## config.mk

```make
export PLATFORM = sky130hd
export DESIGN_NAME = uart_rx
export DESIGN_NICKNAME = d
export VERILOG_FILES = /design/src/rtl/uart_pkg.sv /design/src/rtl/uart_rx_sampler.sv /design/src/rtl/uart_rx.sv
export SDC_FILE = /design/constraint.sdc
export NUM_CORES = 1
export LEC_CHECK = 0
export ABC_CLOCK_PERIOD_IN_PS = 7000
export CORE_MARGIN = 2
export CORE_UTILIZATION = 67
export DETAILED_ROUTE_END_ITERATION = 7
export DONT_BUFFER_PORTS = 1
export PLACE_DENSITY = 0.93
export SLEW_MARGIN = 10
export SYNTH_ARGS = -nofsm -noshare
export SYNTH_HDL_FRONTEND = slang
export SYNTH_SLANG_ARGS = --single-unit
```

## constraint.sdc

```tcl
create_clock -name CLK -period 7 [get_ports CLK]
set_clock_uncertainty 0.1 [all_clocks]
set_input_delay 1.4 -clock CLK [delete_from_list [all_inputs] [get_ports CLK]]
set_output_delay 1.4 -clock CLK [all_outputs]
set_load 0.1 [all_outputs]
```

## src/rtl/uart_pkg.sv

```systemverilog
// Definitions shared by the UART RX and TX paths: FSM states, oversampling
// ratios and parity-type encodings.
package uart_pkg;

  typedef enum logic [2:0] {
    ST_IDLE   = 3'd0,
    ST_START  = 3'd1,
    ST_DATA   = 3'd2,
    ST_PARITY = 3'd3,
    ST_STOP   = 3'd4
  } uart_state_e;

  localparam logic [5:0] PRESCALE_8  = 6'd8;
  localparam logic [5:0] PRESCALE_16 = 6'd16;
  localparam logic [5:0] PRESCALE_32 = 6'd32;

  localparam logic PAR_EVEN = 1'b0;
  localparam logic PAR_ODD  = 1'b1;

  // Any ratio other than 16 or 32 falls back to 8.
  function automatic logic [5:0] prescale_legal(input logic [5:0] p);
    logic [5:0] r;
    case (p)
      PRESCALE_16: r = PRESCALE_16;
      PRESCALE_32: r = PRESCALE_32;
      default:     r = PRESCALE_8;
    endcase
    return r;
  endfunction

endpackage

```

## src/rtl/uart_rx_sampler.sv

```systemverilog
// Per-bit oversampling timer: counts edges within a bit, captures three
// samples around the bit centre and reports their majority at end of bit.
module uart_rx_sampler
  import uart_pkg::*;
(
  input  logic       clk,
  input  logic       rst,
  input  logic       run,
  input  logic [5:0] prescale,
  input  logic       rx_in,
  output logic       end_of_bit,
  output logic       majority
);

  logic [5:0] edge_cnt;
  logic [5:0] half;
  logic [2:0] samples;

  assign half       = prescale >> 1;
  assign end_of_bit = run && (edge_cnt == (prescale - 6'd1));
  assign majority   = (samples[0] & samples[1]) |
                      (samples[0] & samples[2]) |
                      (samples[1] & samples[2]);

  always_ff @(posedge clk or posedge rst) begin
    if (rst) begin
      edge_cnt <= '0;
      samples  <= 3'b111;
    end else begin
      // Held at zero while idle so the first START cycle sees edge_cnt = 0.
      if (!run || end_of_bit) edge_cnt <= '0;
      else                    edge_cnt <= edge_cnt + 6'd1;
      if (run) begin
        if (edge_cnt == (half - 6'd1)) samples[0] <= rx_in;
        if (edge_cnt == half)          samples[1] <= rx_in;
        if (edge_cnt == (half + 6'd1)) samples[2] <= rx_in;
      end
    end
  end

endmodule

```

## src/rtl/uart_rx.sv

```systemverilog
// UART receiver: frame FSM, bit counter, shift register, parity/stop checks
// and registered output strobes; bit timing comes from uart_rx_sampler.
//
// state     | meaning
// IDLE      | line idle, waiting for a low level to start a frame
// START     | timing the start bit, high majority means a glitch
// DATA      | shifting in DATA_WIDTH bits, LSB first
// PARITY    | checking the parity bit against the received data
// STOP      | checking the stop bit, strobes follow on the next cycle
module uart_rx
  import uart_pkg::*;
#(
  parameter int DATA_WIDTH = 8
) (
  input  logic                  CLK,
  input  logic                  RST,
  input  logic                  RX_IN,
  input  logic                  PAR_EN,
  input  logic                  PAR_TYP,
  input  logic [5:0]            Prescale,
  output logic [DATA_WIDTH-1:0] P_DATA,
  output logic                  data_valid,
  output logic                  par_err,
  output logic                  stp_err
);

  localparam int BIT_W = (DATA_WIDTH > 1) ? $clog2(DATA_WIDTH) : 1;
  localparam logic [BIT_W-1:0] LAST_BIT = BIT_W'(DATA_WIDTH - 1);

  uart_state_e state, state_nxt;

  logic [BIT_W-1:0]      bit_cnt;
  logic [DATA_WIDTH-1:0] shift_reg;
  logic                  cfg_par_en;
  logic                  cfg_par_typ;
  logic [5:0]            cfg_prescale;
  logic                  par_flag;
  logic                  exp_parity;

  logic run;
  logic end_of_bit;
  logic majority;

  logic frame_start;
  logic data_begin;
  logic shift_en;
  logic par_chk;
  logic frame_end;

  assign run = (state != ST_IDLE);

  uart_rx_sampler u_sampler (
    .clk        (CLK),
    .rst        (RST),
    .run        (run),
    .prescale   (cfg_prescale),
    .rx_in      (RX_IN),
    .end_of_bit (end_of_bit),
    .majority   (majority)
  );

  always_ff @(posedge CLK or posedge RST) begin
    if (RST) state <= ST_IDLE;
    else     state <= state_nxt;
  end

  always_comb begin
    state_nxt = state;
    case (state)
      ST_IDLE:   if (!RX_IN) state_nxt = ST_START;
      ST_START:  if (end_of_bit) state_nxt = majority ? ST_IDLE : ST_DATA;
      ST_DATA:   if (end_of_bit && (bit_cnt == LAST_BIT))
                   state_nxt = cfg_par_en ? ST_PARITY : ST_STOP;
      ST_PARITY: if (end_of_bit) state_nxt = ST_STOP;
      ST_STOP:   if (end_of_bit) state_nxt = ST_IDLE;
      default:   state_nxt = ST_IDLE;
    endcase
  end

  always_comb begin
    frame_start = 1'b0;
    data_begin  = 1'b0;
    shift_en    = 1'b0;
    par_chk     = 1'b0;
    frame_end   = 1'b0;
    case (state)
      ST_IDLE:   frame_start = !RX_IN;
      ST_START:  data_begin  = end_of_bit && !majority;
      ST_DATA:   shift_en    = end_of_bit;
      ST_PARITY: par_chk     = end_of_bit;
      ST_STOP:   frame_end   = end_of_bit;
      default:   ;
    endcase
  end

  always_comb begin
    exp_parity = ^shift_reg;
    case (cfg_par_typ)
      PAR_EVEN: exp_parity = ^shift_reg;
      PAR_ODD:  exp_parity = ~^shift_reg;
    endcase
  end

  always_ff @(posedge CLK or posedge RST) begin
    if (RST) begin
      cfg_par_en   <= 1'b0;
      cfg_par_typ  <= PAR_EVEN;
      cfg_prescale <= PRESCALE_8;
      bit_cnt      <= '0;
      shift_reg    <= '0;
      par_flag     <= 1'b0;
      P_DATA       <= '0;
      data_valid   <= 1'b0;
      par_err      <= 1'b0;
      stp_err      <= 1'b0;
    end else begin
      data_valid <= 1'b0;
      par_err    <= 1'b0;
      stp_err    <= 1'b0;
      // Configuration is frozen for the whole frame at start detection.
      if (frame_start) begin
        cfg_par_en   <= PAR_EN;
        cfg_par_typ  <= PAR_TYP;
        cfg_prescale <= prescale_legal(Prescale);
        par_flag     <= 1'b0;
      end
      if (data_begin) bit_cnt <= '0;
      if (shift_en) begin
        shift_reg <= {majority, shift_reg[DATA_WIDTH-1:1]};
        bit_cnt   <= bit_cnt + 1'b1;
      end
      if (par_chk) par_flag <= (majority != exp_parity);
      if (frame_end) begin
        if (!par_flag && majority) begin
          P_DATA     <= shift_reg;
          data_valid <= 1'b1;
        end else begin
          par_err <= par_flag;
          stp_err <= !majority;
        end
      end
    end
  end

endmodule

```

; After elaboration in Yosys (flattened, before gate mapping)
; Cells that the tools add are included.
[totals]
regBits = 43
out_inout_bits = 11
wordCells = 89
[classes]
add_sub_neg = 5
eq_ne = 17
n_mux = 26
bitwise = 6
reduce_logical = 20
[op_table]
columns = cell, n
row1 = 2-to-1 mux 3 bit, 8
row2 = equality test 6 bit, 3
row3 = case mux 3 bit (5 select lines), 1
row4 = 2-to-1 mux 1 bit, 13
row5 = case mux 6 bit (2 select lines), 1
row6 = "!= test 2 bit, second input constant", 5
row7 = AND reduction 2 bit, 4
row8 = XNOR reduction 8 bit, 1
row9 = parity 8 bit, 1
row10 = "adder 5 x 1 -> 6 bit, second input constant", 1
row11 = "adder 6 x 1 -> 6 bit, second input constant", 1
row12 = "equality test 3 x 2 -> 1 bit, second input constant", 2
row13 = "equality test 3 bit, second input constant", 2
row14 = equality test 6 x 5 -> 1 bit, 1
row15 = "equality test 6 x 5 -> 1 bit, second input constant", 1
row16 = "equality test 6 bit, second input constant", 1
row17 = 2-to-1 mux 6 bit, 1
row18 = "subtractor 5 x 1 -> 6 bit, second input constant", 1
row19 = "subtractor 6 x 1 -> 6 bit, second input constant", 1
row20 = AND reduction 5 bit, 1
row21 = logical AND 1 bit, 4
row22 = logical NOT 1 bit, 4
row23 = nonzero test 2 bit, 2
row24 = "adder 3 x 1 -> 3 bit, second input constant", 1
row25 = 10 further kinds, 13

; Longest topological paths before layout
; Gate-level depths: netlist of run 1.
[depth]
depth_word = 8
ltp_mapped = 7

; Cells and area by module
; From an unflattened synthesis of run 1, not the netlist that was laid out.
[hier_totals]
cells_unflattened = 212
area_unflattened_um2 = 2293.4
[modules_own_cells]
columns = module, instances, cells_per_inst, area_per_inst_um2, seq_area_each_um2
row1 = uart_rx, 1, 110, 1398.8, 777.0
row2 = uart_rx_sampler, 1, 102, 894.6, 229.0

; Worst setup path after synthesis of run 1
; Ideal clock, no wire load.
[synth_timing]
path_kind = in2reg
start = input port Prescale[1]
end = register cfg_prescale[4]
setup_time_ps = 83
t_arrival_ps = 2350
required_ps = 6817
setup_slack_ps = 4467
path_stages = 3
path_buffers = 0
cell_sequence = or4_1 or3_1 o21ai_0
[synth_between]
elab_chain_len = 2
word_cells_on_any_way = 3
classes_between = eq/ne (2) / mux (1)
[synth_rtl]
columns = element, line_no
row1 = "start, declared", uart_rx.sv:20  ; input logic [5:0] Prescale,
row2 = equality test 6 bit / equality test 6 x 5 -> 1 bit (equally long branches), uart_pkg.sv:23  ; case (p)
row3 = case mux 6 bit (2 select lines) *, uart_pkg.sv:23
row4 = "end signal, assigned", uart_rx.sv:124  ; cfg_prescale <= prescale_legal(Prescale);
row5 = "end, declared", uart_rx.sv:36  ; logic [5:0] cfg_prescale;
; Every way passes the cells marked *; elsewhere a longest branch is shown, timed or not.
; A chain may end at the register's enable or synchronous reset.

; Final worst setup path of run 1
[layout_timing]
start = register cfg_prescale[3]
end = register P_DATA[4]
[layout_between]
elab_chain_len = 5
[layout_rtl]
columns = element, line_no
row1 = subtractor 6 x 1 -> 6 bit, uart_rx_sampler.sv:20  ; assign end_of_bit = run && (edge_cnt == (prescale - 6'd1));
row2 = equality test 6 bit, uart_rx_sampler.sv:20
row3 = logical AND 1 bit, uart_rx_sampler.sv:20
row4 = 2-to-1 mux 1 bit, uart_rx.sv:86  ; case (state)
row5 = AND reduction 2 bit (no line), --
row6 = "end signal, assigned", uart_rx.sv:135  ; P_DATA <= shift_reg;
row7 = "end, declared", uart_rx.sv:21  ; output logic [DATA_WIDTH-1:0] P_DATA,
; Every way passes these cells.

==> out/qor.yml, run 1 <==
status: "complete, no violations"
path_class: "reg2reg"
yosysMostFrequentCell: "dfrtp_1"
tightest_slew_ns: 0.904
die_area_mm2: 0.00338
cp_slowest_cell: "nor4_4"
place.port_buffers: 0
cts_buffers: 5
cts_sinks: 40
holdBufCountCts: 0
diodes: 0
insertion_delay_ns: 0.36
crit_path_end: "P_DATA[4]$_DFFE_PP0P_"
synth-xor-area-share_pct: 10.8
drv_slew: 0
synthArstFlopShare_pct: 100
total_leakage_power_nw: 1.01
synth_top_family_by_area: "simple AND/OR/NAND/NOR gates"
synth.largest_area_cell: "dfrtp_1"
power_density_mw_per_mm2: 361
cts_max_path_buffers: 2
post_synth.cell_area_avg_um2: 11.8
worstPathBufferInverterCount: 1
cp_max_fo: 12
path_clk_slew_ns: 0.12
finalSetupTns_ns: 0
initial_core_util_pct: 71.1
drt_iter0_drc: 52
setup_viol: 0
worstSetupStartpointType: "flop"
wl_um: 3500
yosysWarnings: 0
ant_nets: 0
wl_per_cell_um: 17.3
synth.mux.area_fraction_pct: 13.1
syn_nets: 183
synthDistinctLibCells: 34
critPathTopFamily: "simple AND/OR/NAND/NOR gates"
core_mm2: 0.00276
cp_data_required_time_ns: 7.16
synth_top_flop_cell: "dfrtp_1"
dr.pass1.iters: 4
place_hpwl_um: 2570
syn_area_mm2: 0.00196
timing.fmax_mhz: 347
ys_seq_area_share_pct: 51.3
place_congestion: 0.806
fin_crit_sh_pct: 41.1
ctsHtreeMaxLevel: 2
dr_total_vias: 1231
cp-startpoint: "cfg_prescale[3]$_DFFE_PP1P_"
synth_area_leaders: "dfrtp_1, mux2_2, dfstp_2"
drc: 0
grt_usage_pct: 24.1
cp-end-kind: "flop"
max-slew-margin-rel_pct: 39.7
r2r_start: "cfg_prescale[3]$_DFFE_PP1P_"
drive_gt1_share_pct: 22.1
grt_max_degree: 23
cp_data_arrival_time_ns: 3.04
cts_resized: 0
io_pins: 22
die_w_um: 58.1
synth_simple_gate_area_share_pct: 13.8
synth_edf_count: 0
synthAdderAreaFrac_pct: 4.34
synth-seq-cells: 40
rows: 19
areaGrowthSynthToFinish_pct: 6.38
grt_antenna_before_repair: 0
synthCells: 166
crit_cells: 6
synth_compound_area_share_pct: 3.83
grt_pass1_vias: 1299
worstReg2RegEnd: "P_DATA[4]$_DFFE_PP0P_"
crit_path_cell_trace: "inv_1 > ha_1 > xnor3_1 > nand4_2 > nor4_4 > mux2_2"
rsz0062_at_grt: "no"
vias_per_cell: 6.06
reg2reg_depth: 6
min_path_type: "reg2reg"
hold_viol: 0
cts_tree: "done"
grt.overflow.total: 0
period_needed_ns: 2.88
p_total_uw: 753
die_h_um: 58.1
ir_worst_vdd_uv: 320
max_stage_delay_ns: 0.68
maxCapViolations: 0
postCtsSetupBuffers: 0
rrSetupSlack_ns: 4.12
netlist_top_cells_count: "dfrtp_1, mux2_2, nand2_1, xor2_1, inv_1"
nets: 188
grt_pass1_wl_um: 5880
synth_top_area_share_pct: 45.9
clock-root-buffer: "clkbuf_4"
cell families after synthesis:
group / count (synthesis)
fa+ha+maj: 7
simple gates: 49
buf+inv: 14
flops: 40
xor+xnor: 21
compound gates: 12
mux: 23
where the power goes:
group / leakage (nW) / internal, mW / total [mW] / switching, mW
Clock: 0.0484 / 0.0855 / 0.162 / 0.0766
Sequential: 0.525 / 0.286 / 0.342 / 0.0561
Combinational: 0.437 / 0.116 / 0.249 / 0.133
Total: 1.01 / 0.488 / 0.753 / 0.265
cell type report:
type	instances	area, um^2
timing repair buffer	2	15.0
inverter	10	37.5
clock buffer	6	51.3
multi-input combinational	112	898
fill	180	672
sequential	40	1010
clock inverter	2	38.8
tap	31	38.8
cell usage in the layout, fill, tap and decap left out, types with 2 or more instances in the layout:
cell type | Yosys | routed
dfstp_2 | 4 | 4
nand3b_1 | 2 | 2
mux2i_1 | 2 | 2
mux2_2 | 21 | 21
ha_1 | 6 | 6
nor4_1 | 2 | 2
clkbuf_4 | 0 | 5
nor2_1 | 8 | 8
buf_4 | 0 | 2
nand2_1 | 12 | 12
xor2_1 | 11 | 11
a22o_1 | 2 | 2
dfrtp_1 | 36 | 36
o21ai_0 | 4 | 4
nand3_1 | 3 | 3
nor3_1 | 6 | 6
a21oi_1 | 3 | 3
inv_1 | 10 | 10
nand2b_1 | 3 | 3
or3_1 | 5 | 5
xnor3_1 | 2 | 2
xnor2_1 | 8 | 8
how the worst min path moves through the flow:
| stage | startpoint | to | slack (ns) | depth (start not counted) |
|---|---|---|---|---|
| after floorplan | cfg_par_typ$_DFFE_PP0P_ | cfg_par_typ$_DFFE_PP0P_ | 0.37 | 2 |
| after CTS | cfg_par_typ$_DFFE_PP0P_ | cfg_par_typ$_DFFE_PP0P_ | 0.42 | 2 |
| after detailed placement | cfg_par_typ$_DFFE_PP0P_ | cfg_par_typ$_DFFE_PP0P_ | 0.39 | 2 |
| after global routing | bit_cnt[2]$_DFFE_PP0P_ | bit_cnt[2]$_DFFE_PP0P_ | 0.45 | 1 |
| after global placement | bit_cnt[2]$_DFFE_PP0P_ | bit_cnt[2]$_DFFE_PP0P_ | 0.39 | 1 |
| final | cfg_par_typ$_DFFE_PP0P_ | cfg_par_typ$_DFFE_PP0P_ | 0.42 | 2 |
routing by layer:
metal	wire length, um	track usage (%)
met1	1460	29.4
met4	60	13.6
met5	0	0
met3	216	8.71
met2	1760	37.3
worst min-delay path: cells and delay by family (launching register included):
kind | cells | cell delay (ns)
DFF | 1 | 0.38
and+or+nand+nor | 2 | 0.12
through the flow:
step	hold WS, ns	util, %	area, um^2	std cells	setup slack [ns]
floorplan	0.367	-	1960	166	4.47
global placement	0.388	72.4	2000	195	4.29
detailed placement	0.394	72.4	2000	195	4.15
CTS	0.423	75.6	2090	203	4.13
global route	0.447	75.6	2090	203	4.00
finish	0.419	75.6	2090	203	4.12
No activity file was read; power rests on OpenSTA's default activity.
==> inputs of run 2 (changes only) <==
--- a/config.mk
+++ b/config.mk
@@ -5,12 +5,12 @@
 export SDC_FILE = /design/constraint.sdc
 export NUM_CORES = 1
 export LEC_CHECK = 0
-export ABC_CLOCK_PERIOD_IN_PS = 7000
+export ABC_CLOCK_PERIOD_IN_PS = 2620
 export CORE_MARGIN = 2
-export CORE_UTILIZATION = 67
+export CORE_UTILIZATION = 56
 export DETAILED_ROUTE_END_ITERATION = 7
 export DONT_BUFFER_PORTS = 1
-export PLACE_DENSITY = 0.93
+export PLACE_DENSITY = 0.84
 export SLEW_MARGIN = 10
 export SYNTH_ARGS = -nofsm -noshare
 export SYNTH_HDL_FRONTEND = slang
==> constraint.sdc (replaced) <==
create_clock -name CLK -period 2.62 [get_ports CLK]
set_clock_uncertainty 0.1 [all_clocks]
set_input_delay 0.524 -clock CLK [delete_from_list [all_inputs] [get_ports CLK]]
set_output_delay 0.524 -clock CLK [all_outputs]
set_load 0.1 [all_outputs]
==> out/qor.yml, run 2 (synthesized netlist as in run 1, its figures left out) <==
ant_nets: 0  # unchanged
cp_max_fo: 9  # -3
place_hpwl_um: 2420  # -5.7%
initial_core_util_pct: 58.8  # -12 points
status: "complete, no violations"
die_h_um: 63.2  # +8.7%
fin_crit_sh_pct: 95.0  # +54 points
grt_max_degree: 41  # +78%
rows: 21  # +2
dp_cells: 212  # +8.7%
timing.fmax_mhz: 402  # +16%
layout_commonest_cell: "dfrtp_1"
cp_data_required_time_ns: 2.77  # -4.39 ns
postCtsSetupBuffers: 0  # unchanged
r2r_start: "cfg_prescale[3]$_DFFE_PP1P_"
finalSetupTns_ns: 0  # unchanged
areaGrowthSynthToFinish_pct: 6.89
min_path_type: "in2async"
p_switching_uw: 675  # +150%
core_mm2: 0.00334  # +21%
period_needed_ns: 2.49  # -0.390 ns
max-slew-margin-rel_pct: 38.2  # -1.5 points
die_w_um: 63.2  # +8.7%
holdBufCountCts: 0  # unchanged
utilization_pct: 62.8  # -13 points
cp_data_arrival_time_ns: 2.64  # -0.40 ns
wl_um: 3260  # -6.8%
drt_iter0_drc: 35  # -33%
cts_tree: "done"
drv_slew: 0  # unchanged
drive_gt1_share_pct: 23.0  # +0.90 points
grt_pass1_wl_um: 5860  # -0.34%
pre_cts_ws_ns: 0.135  # -4.02 ns
insertion_delay_ns: 0.36  # about the same
power_density_mw_per_mm2: 897  # +150%
rrSetupSlack_ns: 0.13  # -3.99 ns
grt_usage_pct: 19.4  # -4.7 points
layout_common_cells: "dfrtp_1, mux2_2, nand2_1, xor2_1, inv_1"
switching_share_pct: 35.9  # +0.66 points
fill_cells: 269  # +49%
ir_worst_vdd_uv: 484  # +51%
dr.pass1.iters: 4  # unchanged
dr_total_vias: 1221  # -0.81%
grt_pass1_vias: 1277  # -1.7%
reg2reg_depth: 7  # +1
grt.overflow.total: 0  # unchanged
regArea_mm2: 0.00101  # unchanged
ctsHtreeMaxLevel: 2  # unchanged
cts_resized: 0  # unchanged
multi_input_area_um2: 898  # unchanged
cp-end-kind: "flop"
p_total_mw: 1.88  # +150%
place.port_buffers: 0  # unchanged
rsz0062_at_grt: "no"
dr.max_layer_used: "met4"
place_area_mm2: 0.00203  # +1.7%
diodes: 0  # unchanged
cts_sinks: 40  # unchanged
maxCapViolations: 0  # unchanged
wl_per_cell_um: 14.8  # -14%
total_leakage_power_nw: 1.00  # -0.82%
io_pins: 22  # unchanged
fin_cells: 220  # +8.4%
worstSetupStartpointType: "flop"
seqPwrFrac_pct: 48.5  # +3.1 points
path_clk_slew_ns: 0.12  # about the same
wl_met3_um: 201  # -6.9%
place_congestion: 0.779  # -3.3%
cts_buffers: 5  # unchanged
setup_slack_ns: 0.131  # -3.99 ns
clock-root-buffer: "clkbuf_4"
hold-worst-slack_ns: 0.0480  # -0.371 ns
pwr-share-clk_pct: 18.1  # -3.4 points
p_comb_share_pct: 33.4  # +0.4 points
dr_wl_met2_um: 1600  # -9.4%
drc: 0  # unchanged
path_class: "reg2reg"
cts_max_path_buffers: 2  # unchanged
p_int_mw: 1.21  # +150%
hold_viol: 0  # unchanged
grt_antenna_before_repair: 0  # unchanged
setup_viol: 0  # unchanged
worstReg2RegEnd: "P_DATA[1]$_DFFE_PP0P_"
vias_per_cell: 5.55  # -8.5%
tightest_slew_ns: 0.926  # +0.0226 ns
stdcell_area_mm2: 0.00210  # +0.48%
nets: 190  # +1.1%
wl_met1_um: 1400  # -4.4%
die_area_mm2: 0.00399  # +18%
==> run 2: cell count changes in the layout (fill, tap and decap cells not counted) <==
| cell | delta |
|---|---|
| bufinv_16 | -1 |
| clkinvlp_4 | +2 |
| buf_4 | +2 |
| clkinv_4 | -1 |
==> run 2: worst max path at each step <==
stage                                     start                     to  slack [ns]  cells after the start
detailed placement  cfg_prescale[3]$_DFFE_PP1P_  P_DATA[1]$_DFFE_PP0P_        0.14                      7
global route        cfg_prescale[3]$_DFFE_PP1P_  P_DATA[1]$_DFFE_PP0P_      0.0002                      7
floorplan           cfg_prescale[3]$_DFFE_PP1P_  P_DATA[0]$_DFFE_PP0P_        0.24                      6
CTS                 cfg_prescale[3]$_DFFE_PP1P_  P_DATA[1]$_DFFE_PP0P_        0.12                      7
finish              cfg_prescale[3]$_DFFE_PP1P_  P_DATA[1]$_DFFE_PP0P_        0.13                      7
global placement    cfg_prescale[3]$_DFFE_PP1P_  P_DATA[6]$_DFFE_PP0P_        0.24                      7
==> run 2: power by group through the flow <==
stage	sequential [mW]	combinational [mW]	clock, mW
4_1_cts	0.913	0.635	0.346
6_report	0.913	0.628	0.340
3_3_place_gp	0.910	0.597	0
3_5_place_dp	0.925	0.633	0
5_1_grt	0.938	0.724	0.374
2_1_floorplan	0.874	0.549	0
==> run 2: critical path, cell delays in order (launching register included) <==
cell and delay, ns:
dfstp_2 0.60, inv_1 0.06, ha_1 0.22, xnor3_1 0.38, nand4_2 0.18, nor4_4 0.28
buf_4 0.21, mux2_2 0.35
==> run 2: routing by layer <==
metal	global-route usage [%]	up-vias
met3	3.93	5
met1	24.3	593
met4	8.97	0
li1	-	580
met2	32.4	43
met5	0	-
==> run 2: cell type report <==
| cell class | instances | area share, % |
|---|---|---|
| clock buffers | 6 | 2.45 |
| clock inverters | 2 | 0.716 |
| inverters | 10 | 1.79 |
| multi-input cells | 112 | 42.9 |
| flip-flops and latches | 40 | 48.0 |
| well taps | 46 | 2.75 |
| repair buffers | 4 | 1.43 |
==> inputs of run 3 (changes only) <==
--- a/config.mk
+++ b/config.mk
@@ -6,10 +6,11 @@
 export NUM_CORES = 1
 export LEC_CHECK = 0
 export ABC_CLOCK_PERIOD_IN_PS = 2620
-export CORE_MARGIN = 2
+export CORE_MARGIN = 3
 export CORE_UTILIZATION = 56
 export DETAILED_ROUTE_END_ITERATION = 7
 export DONT_BUFFER_PORTS = 1
+export HOLD_SLACK_MARGIN = 0.06
 export PLACE_DENSITY = 0.84
 export SLEW_MARGIN = 10
 export SYNTH_ARGS = -nofsm -noshare
==> out/qor.yml, run 3 (synthesized netlist as in run 1, its figures left out) <==
grt_max_degree: 41  # unchanged
place_hpwl_um: 2520  # +4.1%
die_w_um: 65.2  # +3.2%
worstPathBufferInverterCount: 2  # unchanged
wl_um: 3450  # +5.8%
max_stage_delay_ns: 0.59  # about the same
nets: 191  # +0.53%
rows: 20  # -4.8%
drv_slew: 0  # unchanged
layout_commonest_cell: "dfrtp_1"
max-slew-margin-rel_pct: 38.6  # +0.39 points
dr_total_vias: 1240  # +1.6%
period_needed_ns: 2.55  # +0.0636 ns
power_density_mw_per_mm2: 943  # +5.1%
drc: 0  # unchanged
ant_nets: 0  # unchanged
drt_iter0_drc: 73  # +110%
insertion_delay_ns: 0.36  # about the same
cts_resized: 0  # unchanged
cp_slowest_cell: "dfstp_2"
tightest_slew_ns: 0.921  # -0.00587 ns
grt_pass1_wl_um: 5840  # -0.24%
areaGrowthSynthToFinish_pct: 8.49
cp_data_arrival_time_ns: 2.71  # +0.07 ns
diodes: 0  # unchanged
place.port_buffers: 0  # unchanged
timing.fmax_mhz: 392  # -2.5%
cts_tree: "done"
fin_crit_sh_pct: 97.4  # +2.4 points
path_class: "reg2reg"
cp-startpoint: "cfg_prescale[3]$_DFFE_PP1P_"
ir_worst_vdd_uv: 494  # +2.0%
finalSetupTns_ns: 0  # unchanged
drive_gt1_share_pct: 22.9  # -0.13 points
hold_viol: 0  # unchanged
setup_viol: 0  # unchanged
die_area_mm2: 0.00425  # +6.4%
ctsHtreeMaxLevel: 2  # unchanged
crit_path_cell_trace: "inv_1 > ha_1 > xnor3_1 > nand4_2 > nor4_4 > buf_4 > mux2_2"
status: "complete, no violations"
cp_max_fo: 9  # unchanged
worstSetupStartpointType: "flop"
min_path_type: "in2reg"
cts_max_path_buffers: 2  # unchanged
cp_data_required_time_ns: 2.78  # about the same
p_total_mw: 2.01  # +6.7%
maxCapViolations: 0  # unchanged
place_area_mm2: 0.00203  # -0.12%
dr.pass1.iters: 4  # unchanged
layout_common_cells: "dfrtp_1, mux2_2, nand2_1, xor2_1, inv_1"
grt_usage_pct: 18.5  # -0.93 points
clock-root-buffer: "clkbuf_4"
path_clk_slew_ns: 0.12  # about the same
hold_start: "PAR_TYP"
cp-end-kind: "flop"
grt.overflow.total: 0  # unchanged
grt_pass1_vias: 1255  # -1.7%
stdcell_area_mm2: 0.00213  # +1.5%
cts_sinks: 40  # unchanged
wl_per_cell_um: 15.8  # +6.2%
r2r_start: "cfg_prescale[3]$_DFFE_PP1P_"
place_congestion: 0.860  # +10%
core_mm2: 0.00320  # -4.0%
grt_antenna_before_repair: 0  # unchanged
vias_per_cell: 5.66  # +2.0%
die_h_um: 65.2  # +3.2%
io_pins: 22  # unchanged
cts_buffers: 5  # unchanged
total_leakage_power_nw: 1.02  # +2.2%
critPathTopFamily: "flip-flops"
rsz0062_at_grt: "no"
initial_core_util_pct: 61.2  # +2.5 points
[run 3: routing by layer]
metal	GRT usage, %	wire [um]	vias to the layer above
met5	0	0	-
met2	28.6	1700	36
li1	-	-	589
met4	6.74	52	0
met3	7.01	192	6
met1	23.7	1510	609
[run 3: final timing paths]
path | slack (ns) | cells past startpoint | end
max | 0.07 | 7 | P_DATA[1]$_DFFE_PP0P_
min | 0.17 | 2 | cfg_par_typ$_DFFE_PP0P_
max reg2reg | 0.07 | 7 | P_DATA[1]$_DFFE_PP0P_
min reg2reg | 0.43 | 1 | bit_cnt[1]$_DFFE_PP0P_
max in group asynchronous | 1.43 | 3 | cfg_prescale[3]$_DFFE_PP1P_
min in group asynchronous | 0.61 | 3 | stp_err$_DFF_PP0_
[run 3: repair_timing]
item / 4_1_cts / 5_1_grt
endpoints found under the setup margin: 0 / 0
buffers inserted: 0 / 0
hold buffers: 1 / 0
endpoints found under the hold margin: 24 / 0
[run 3: area by class of cell]
class                      count  area, um^2
fill                         241        1080
tap                           44        55.1
inverter                      10        37.5
timing repair buffer           5        40.0
clock inverter                 2        38.8
sequential                    40        1010
multi-input combinational    112         898
clock buffer                   6        51.3
[run 3: power breakdown]
part,internal [mW],switching (mW),leakage [nW]
Clock,0.229,0.211,0.0484
Sequential,0.765,0.149,0.525
Combinational,0.313,0.340,0.451
Total,1.31,0.699,1.02
[run 3: worst reg2reg max path: cells and delay by family, from the launching register on]
family / cells / cell delay (ns)
and+or+nand+nor: 2 / 0.51
adders and majority gates: 1 / 0.22
buffers and inverters: 2 / 0.27
xor gates and xnor gates: 1 / 0.41
muxes: 1 / 0.36
DFF: 1 / 0.59
[run 3: per-stage QoR]
step                      utilization [%]  worst slack (ns)  instances  hold slack, ns
after floorplan                         -             0.240        166           0.367
after global placement               63.3             0.189        210           0.389
after detailed placement             63.3            0.0813        210           0.393
after CTS                            66.4            0.0724        219           0.156
after global routing                 66.4           0.00727        219           0.153
final                                66.4            0.0675        219           0.171
